**config.mk**
```make
export PLATFORM = sky130hd
export DESIGN_NAME = redirect_controller
export DESIGN_NICKNAME = d
export VERILOG_FILES = /design/src/rtl/redirect_controller.sv
export SDC_FILE = /design/constraint.sdc
export NUM_CORES = 1
export LEC_CHECK = 0
export ABC_AREA = 1
export ABC_CLOCK_PERIOD_IN_PS = 1900
export BUFFER_PORTS_ARGS = -buffer_cell sky130_fd_sc_hd__buf_2
export CAP_MARGIN = 20
export CORE_MARGIN = 8
export CORE_UTILIZATION = 49
export DETAILED_ROUTE_END_ITERATION = 10
export PLACE_DENSITY = 0.87
export SLEW_MARGIN = 20
export SYNTH_ARGS = -nofsm -noshare
export SYNTH_HDL_FRONTEND = slang
export SYNTH_SLANG_ARGS = --single-unit
export TNS_END_PERCENT = 5
```
**constraint.sdc**
```tcl
create_clock -name clk -period 1.9 [get_ports clk]
set_input_delay 0.285 -clock clk [delete_from_list [all_inputs] [get_ports clk]]
set_output_delay 0.285 -clock clk [all_outputs]
set_load 0.02 [all_outputs]
```
**src/rtl/redirect_controller.sv**
```systemverilog
// PC redirect controller: arbitrates ID/EX redirect requests, holds a redirect
// while fetch is blocked, drives pipeline flushes and counts applied redirects.
module redirect_controller #(
  parameter int WORD_SIZE = 16
) (
  input  logic                 clk,
  input  logic                 reset,
  input  logic                 id_redirect_req,
  input  logic [WORD_SIZE-1:0] id_redirect_pc,
  input  logic                 ex_redirect_req,
  input  logic [WORD_SIZE-1:0] ex_redirect_pc,
  input  logic                 stall,
  input  logic                 fetch_ready,
  output logic                 pc_load,
  output logic [WORD_SIZE-1:0] pc_load_data,
  output logic                 flush_ifid,
  output logic                 flush_idex,
  output logic                 pending,
  output logic [WORD_SIZE-1:0] redirect_count
);

  localparam logic [0:0] IDLE = 1'b0;
  localparam logic [0:0] PEND = 1'b1;

  localparam logic [WORD_SIZE-1:0] CNT_MAX = {WORD_SIZE{1'b1}};
  localparam logic [WORD_SIZE-1:0] CNT_ONE = {{(WORD_SIZE-1){1'b0}}, 1'b1};
  localparam logic [WORD_SIZE-1:0] PC_ZERO = {WORD_SIZE{1'b0}};

  logic [0:0]           state_r;
  logic [0:0]           state_nx_s;
  logic [WORD_SIZE-1:0] target_r;
  logic [WORD_SIZE-1:0] target_nx_s;
  logic [WORD_SIZE-1:0] count_r;
  logic                 load_ok_s;

  assign load_ok_s      = fetch_ready & ~stall;
  assign redirect_count = count_r;

  // Next-state, target selection and combinational outputs; EX is older so it wins.
  always_comb begin
    pc_load      = 1'b0;
    flush_ifid   = 1'b0;
    flush_idex   = 1'b0;
    pending      = 1'b0;
    pc_load_data = target_r;
    state_nx_s   = state_r;
    target_nx_s  = target_r;
    case (state_r)
      IDLE: begin
        if (ex_redirect_req) begin
          flush_ifid   = 1'b1;
          flush_idex   = 1'b1;
          pc_load_data = ex_redirect_pc;
          target_nx_s  = ex_redirect_pc;
          pc_load      = load_ok_s;
          state_nx_s   = load_ok_s ? IDLE : PEND;
        end else if (id_redirect_req) begin
          flush_ifid   = 1'b1;
          pc_load_data = id_redirect_pc;
          target_nx_s  = id_redirect_pc;
          pc_load      = load_ok_s;
          state_nx_s   = load_ok_s ? IDLE : PEND;
        end else begin
          state_nx_s   = IDLE;
        end
      end
      PEND: begin
        pending    = 1'b1;
        flush_ifid = 1'b1;
        // ID requests seen here come from the wrong path and are dropped.
        if (ex_redirect_req) begin
          flush_idex   = 1'b1;
          pc_load_data = ex_redirect_pc;
          target_nx_s  = ex_redirect_pc;
        end else begin
          pc_load_data = target_r;
        end
        pc_load    = load_ok_s;
        state_nx_s = load_ok_s ? IDLE : PEND;
      end
      default: begin
        state_nx_s  = IDLE;
        target_nx_s = PC_ZERO;
      end
    endcase
    if (reset) begin
      pc_load    = 1'b0;
      flush_ifid = 1'b0;
      flush_idex = 1'b0;
      pending    = 1'b0;
    end else begin
      pending    = pending;
    end
  end

  // State and latched redirect target.
  always_ff @(posedge clk) begin
    if (reset) begin
      state_r  <= IDLE;
      target_r <= PC_ZERO;
    end else begin
      state_r  <= state_nx_s;
      target_r <= target_nx_s;
    end
  end

  // Saturating count of applied redirects.
  always_ff @(posedge clk) begin
    if (reset) begin
      count_r <= PC_ZERO;
    end else if (pc_load && (count_r != CNT_MAX)) begin
      count_r <= count_r + CNT_ONE;
    end else begin
      count_r <= count_r;
    end
  end

endmodule

```
Word level (Yosys, flattened, before mapping)
Index checks and enable logic that the tools add are counted.

Bits in registers: 33. Bits of input ports: 38. Output and inout port bits: 36. Word-level logic and storage cells: 29.

Add/sub/neg operators: 1. Equal/unequal tests: 1. Muxes and demuxes: 20. Bitwise logic cells: 3. Reductions and logical operators: 1.

Operator list (count): 2-to-1 mux 16 bit (3); case mux 16 bit (2 select lines) (1); adder 16 x 1 -> 16 bit, second input constant (1); != test 16 bit, second input constant (1); 2-to-1 mux 1 bit (13); case mux 1 bit (2 select lines) (3); inverter 1 bit (2); AND 1 bit (1); logical AND 1 bit (1).

Depth between registers and ports, before layout
Depth after elaboration: 7. Mapped depth: 10. Depth with buffers taken out: 10.

Worst setup path before layout
No wires, ideal clock.

Path type: reg-to-reg. Start point: register count_r[0], in the netlist redirect_count[0]. End point: register count_r[11], in the netlist redirect_count[11]. Library setup time: 0.131 ns. Data arrival time: 1.460 ns. Data required time: 1.769 ns. Slack: 0.309 ns. Stages on the path, launching flop included: 10. Path buffers: 1. Clock period less this slack: 1.591 ns. Cells stage by stage: dfxtp_1 -> ha_1 -> nand2_1 -> nor2_1 -> nand2_1 -> nor2_2 -> nor2_4 -> buf_8 -> nand2_1 -> a21oi_2.

Word-level cells in the longest chain between the ends: 2. Elaborated cells between the ends (all ways): 3. Those cells by class: add/sub: 1; eq/ne: 1; reduce/logical: 1.

RTL lines: start: declaration (RTL line 33) `logic [WORD_SIZE-1:0] count_r;`; start signal: assignment (RTL line 112) `count_r <= count_r + CNT_ONE;`; start signal: assignment (RTL line 114) `count_r <= count_r;`; branches (longest 2 deep; another with adder 16 x 1 -> 16 bit).

Several ways; the timed one is not identified. A chain may end at the register's enable or synchronous reset.

Worst setup path in the final report
Start point: register state_r. End point: output pc_load_data[5].

Word-level cells in the longest chain between the ends: 2.

RTL lines: start: declaration (RTL line 29) `logic [0:0] state_r;`; start signal: assignment (RTL line 102) `state_r <= state_nx_s;`; inverter 1 bit; case mux 16 bit (2 select lines) * (RTL line 48) `case (state_r)`; end: declaration (RTL line 15) `output logic [WORD_SIZE-1:0] pc_load_data,`.

Mark *: on every way between the ends. The rest lies on a longest branch, timed or not.

==> metrics.md <==
| Metric | Value |
|---|---|
| Post-CTS Setup Bufs | `0` |
| DRC viols | `0` |
| Worst-Skew Late Latency | `0.28 ns` |
| I/O pins | `74` |
| RSZ-0062 raised after global routing | `no` |
| Crit path DAT | `between 1 and 1.5 ns` |
| Leakage | `~1.2 nW` |
| Grt ovf | `0` |
| Top cell type by total area after synthesis | `dfxtp_1` |
| Seq/Total Area, Yosys | `about 35%` |
| Starting Density | `around half` |
| Antenna-violating nets left | `0` |
| Drt pass-1 iters | `4` |
| Yosys top cell area share | `approximately a third` |
| Core area | `3720 um2` |
| Die height | `about 78 um` |
| Syn Area/Cell | `~6.5 um2` |
| Combinational cell fraction of total power | `a little under a fifth` |
| Int Pwr | `about 1.1 mW` |
| Most frequent cells in the layout | `87 x nand2_1, 73 x buf_2, 35 x inv_1, 34 x a21oi_1, 33 x dfxtp_1` |
| Post-route clock period utilization | `between 90% and 100%` |
| Initial antenna violation count | `0` |
| Yosys cell types | `25` |
| Total power | `approximately 1.5 mW` |
| Via count | `roughly 2000` |
| Final core utilization | `~64%` |
| Placed wire-length estimate | `between 3 and 4 mm` |
| Sw Ratio | `roughly 30%` |
| Hold Vio Cnt, Final | `0` |
| Psw | `441 uW` |
| Nature of the critical path endpoint | `output port` |
| Vias in the first global route | `1872` |
| Initial DRC Count | `68` |
| Sequential Power Share | `48.1%` |
| Antenna Cells | `0` |
| Most common cell after layout, fill and taps aside | `nand2_1` |
| Pwr/cell area | `638 nW/um2` |
| Post_cts resized | `0` |
| Clock period minus worst slack | `1.72 ns` |
| CP max FO | `32` |
| Non-Filler Instances | `roughly 410` |
| Avg Vias per Cell | `around 4.8` |
| Dpl cells | `about 410` |
| Yosys reg bits | `33` |
| Largest cells by area after synthesis | `dfxtp_1 35%, nand2_1 17%, a21oi_1 8.9%, inv_1 6.9%, nor2_1 5.7%` |
| WP data required | `roughly 1.6 ns` |
| CTS Sinks | `33` |
| Skew final | `roughly 0.005 ns` |
| Setup-violating endpoint count in the final report | `0` |
| Root buf cell | `clkbuf_8` |
| Synth warn | `0` |
| Port Buf Inserts | `73` |
| GPL Wtd Cong | `0.841` |
| WL/cell | `11.5 um` |
| Clk pin slew, worst setup/hold paths | `0.07 ns` |
| Critical path class | `flip-flop to output port` |
| Worst slew pin tran | `between 0.3 and 0.4 ns` |
| First-pass GRT wire length | `about 8 mm` |
| Outcome | `complete, no violations` |
| Final nets | `slightly above 400` |
| Clock share of power | `between 30% and 40%` |
| Die area | `a little over 6000 um2` |
| Wirelength, routed | `between 4 and 5 mm` |
| Clk buf depth | `2` |
| Mapped cell area | `around 1900 um2` |
| Area Growth Syn to Fin | `23.9%` |
| HP Class | `primary input to flip-flop` |
| Hold path depth | `3` |
| Setup TNS | `0 ns` |
| Maxcap violations | `0` |
| Die span in x | `between 70 and 80 um` |
| Share of layout cells above drive strength 1 | `a little under a third` |
| Inserted Clock Buffers | `5` |
| Worst r2r path cells | `10` |
| Max Clock Freq | `roughly 0.58 GHz` |
| Synth Net Count | `between 300 and 400` |
| Largest net degree at the start of global routing | `33` |
| H-tree depth | `2` |
| Count of pins over their slew limit | `0` |
| Row count | `22` |
| Peak VDD IR | `~500 uV` |
| Cells after Synth | `around 300` |
| Total GRT Usage | `roughly 15%` |
| Slew margin rel. | `76.3%` |
| CP Launch Type | `flip-flop` |
| CTS tree | `yes` |
| Hold buffers post-CTS | `0` |
-- kinds of logic after synthesis --
family / count (synthesis) / share of synthesized area (%)
AO/OA/AOI/OAI: 62 / 18.2
flip-flops: 33 / 34.6
buffers and inverters: 51 / 11.9
adder cells (fa/ha/maj): 1 / 0.654
XOR/XNOR: 6 / 2.75
AND/OR/NAND/NOR: 141 / 31.9
-- power groups by stage --
stage | logic (mW) | clock network (mW) | registers (mW)
after floorplan | 0.179 | 0 | 0.743
after global placement | 0.268 | 0 | 0.741
after detailed placement | 0.274 | 0 | 0.742
after CTS | 0.275 | 0.527 | 0.726
after global routing | 0.305 | 0.558 | 0.729
final | 0.273 | 0.512 | 0.727
-- cell type report --
type	count	area (um2)
multi-input cells	210	1020
well taps	48	60.1
repair buffers	76	392
inverters	39	146
flip-flops and latches	33	661
clock inverters	3	17.5
clock buffers	5	68.8
fillers	335	1350
-- per-layer routing --
metal	routed length (um)	global-route usage [%]	share of wire, %
met5	0	0	0
met4	22	3.33	0.46
met1	2170	17.1	46
met2	2190	26.8	46
met3	376	5.69	7.9
-- metrics by stage --
step           hold WS (ns)  cell area, um2  worst slack (ns)
5_1_grt               0.281            2370            0.0351
3_5_place_dp          0.511            2280             0.349
2_1_floorplan         0.440            1910             0.309
6_report              0.265            2370             0.183
4_1_cts               0.258            2360             0.121
3_3_place_gp          0.492            2280             0.390
-- state kept, by name (all words and copies together) (netlist names) --
| name | cells |
|---|---|
| redirect_count | 16 |
| target_r | 16 |
| state_r | 1 |
-- synthesized netlist by cell type, drive strengths merged --
cell type	instances
xor2	3
inv	39
nand3	10
nand3b	1
nand4	2
nor2	35
buf	5
a21oi	44
clkbuf	7
nand2	93
xnor2	3
dfxtp	33
ha	1
o21ai	18
-- worst paths after layout --
check / from / endpoint / slack, ns
min: stall / state_r$_SDFF_PP0_ / 0.26
max reg2reg: redirect_count[0]$_SDFFE_PP0P_ / redirect_count[8]$_SDFFE_PP0P_ / 0.35
max: state_r$_SDFF_PP0_ / pc_load_data[5] / 0.18
min reg2reg: redirect_count[1]$_SDFFE_PP0P_ / redirect_count[1]$_SDFFE_PP0P_ / 0.52
-- critical path, cell delays in order, from the launching register on --
cell,delay (ns)
dfxtp_1,0.33
inv_1,0.05
nand2_1,0.06
buf_6,0.22
a21oi_1,0.10
o21ai_0,0.12
nand2_1,0.10
buf_2,0.17
No activity file was read; power rests on OpenSTA's default activity.
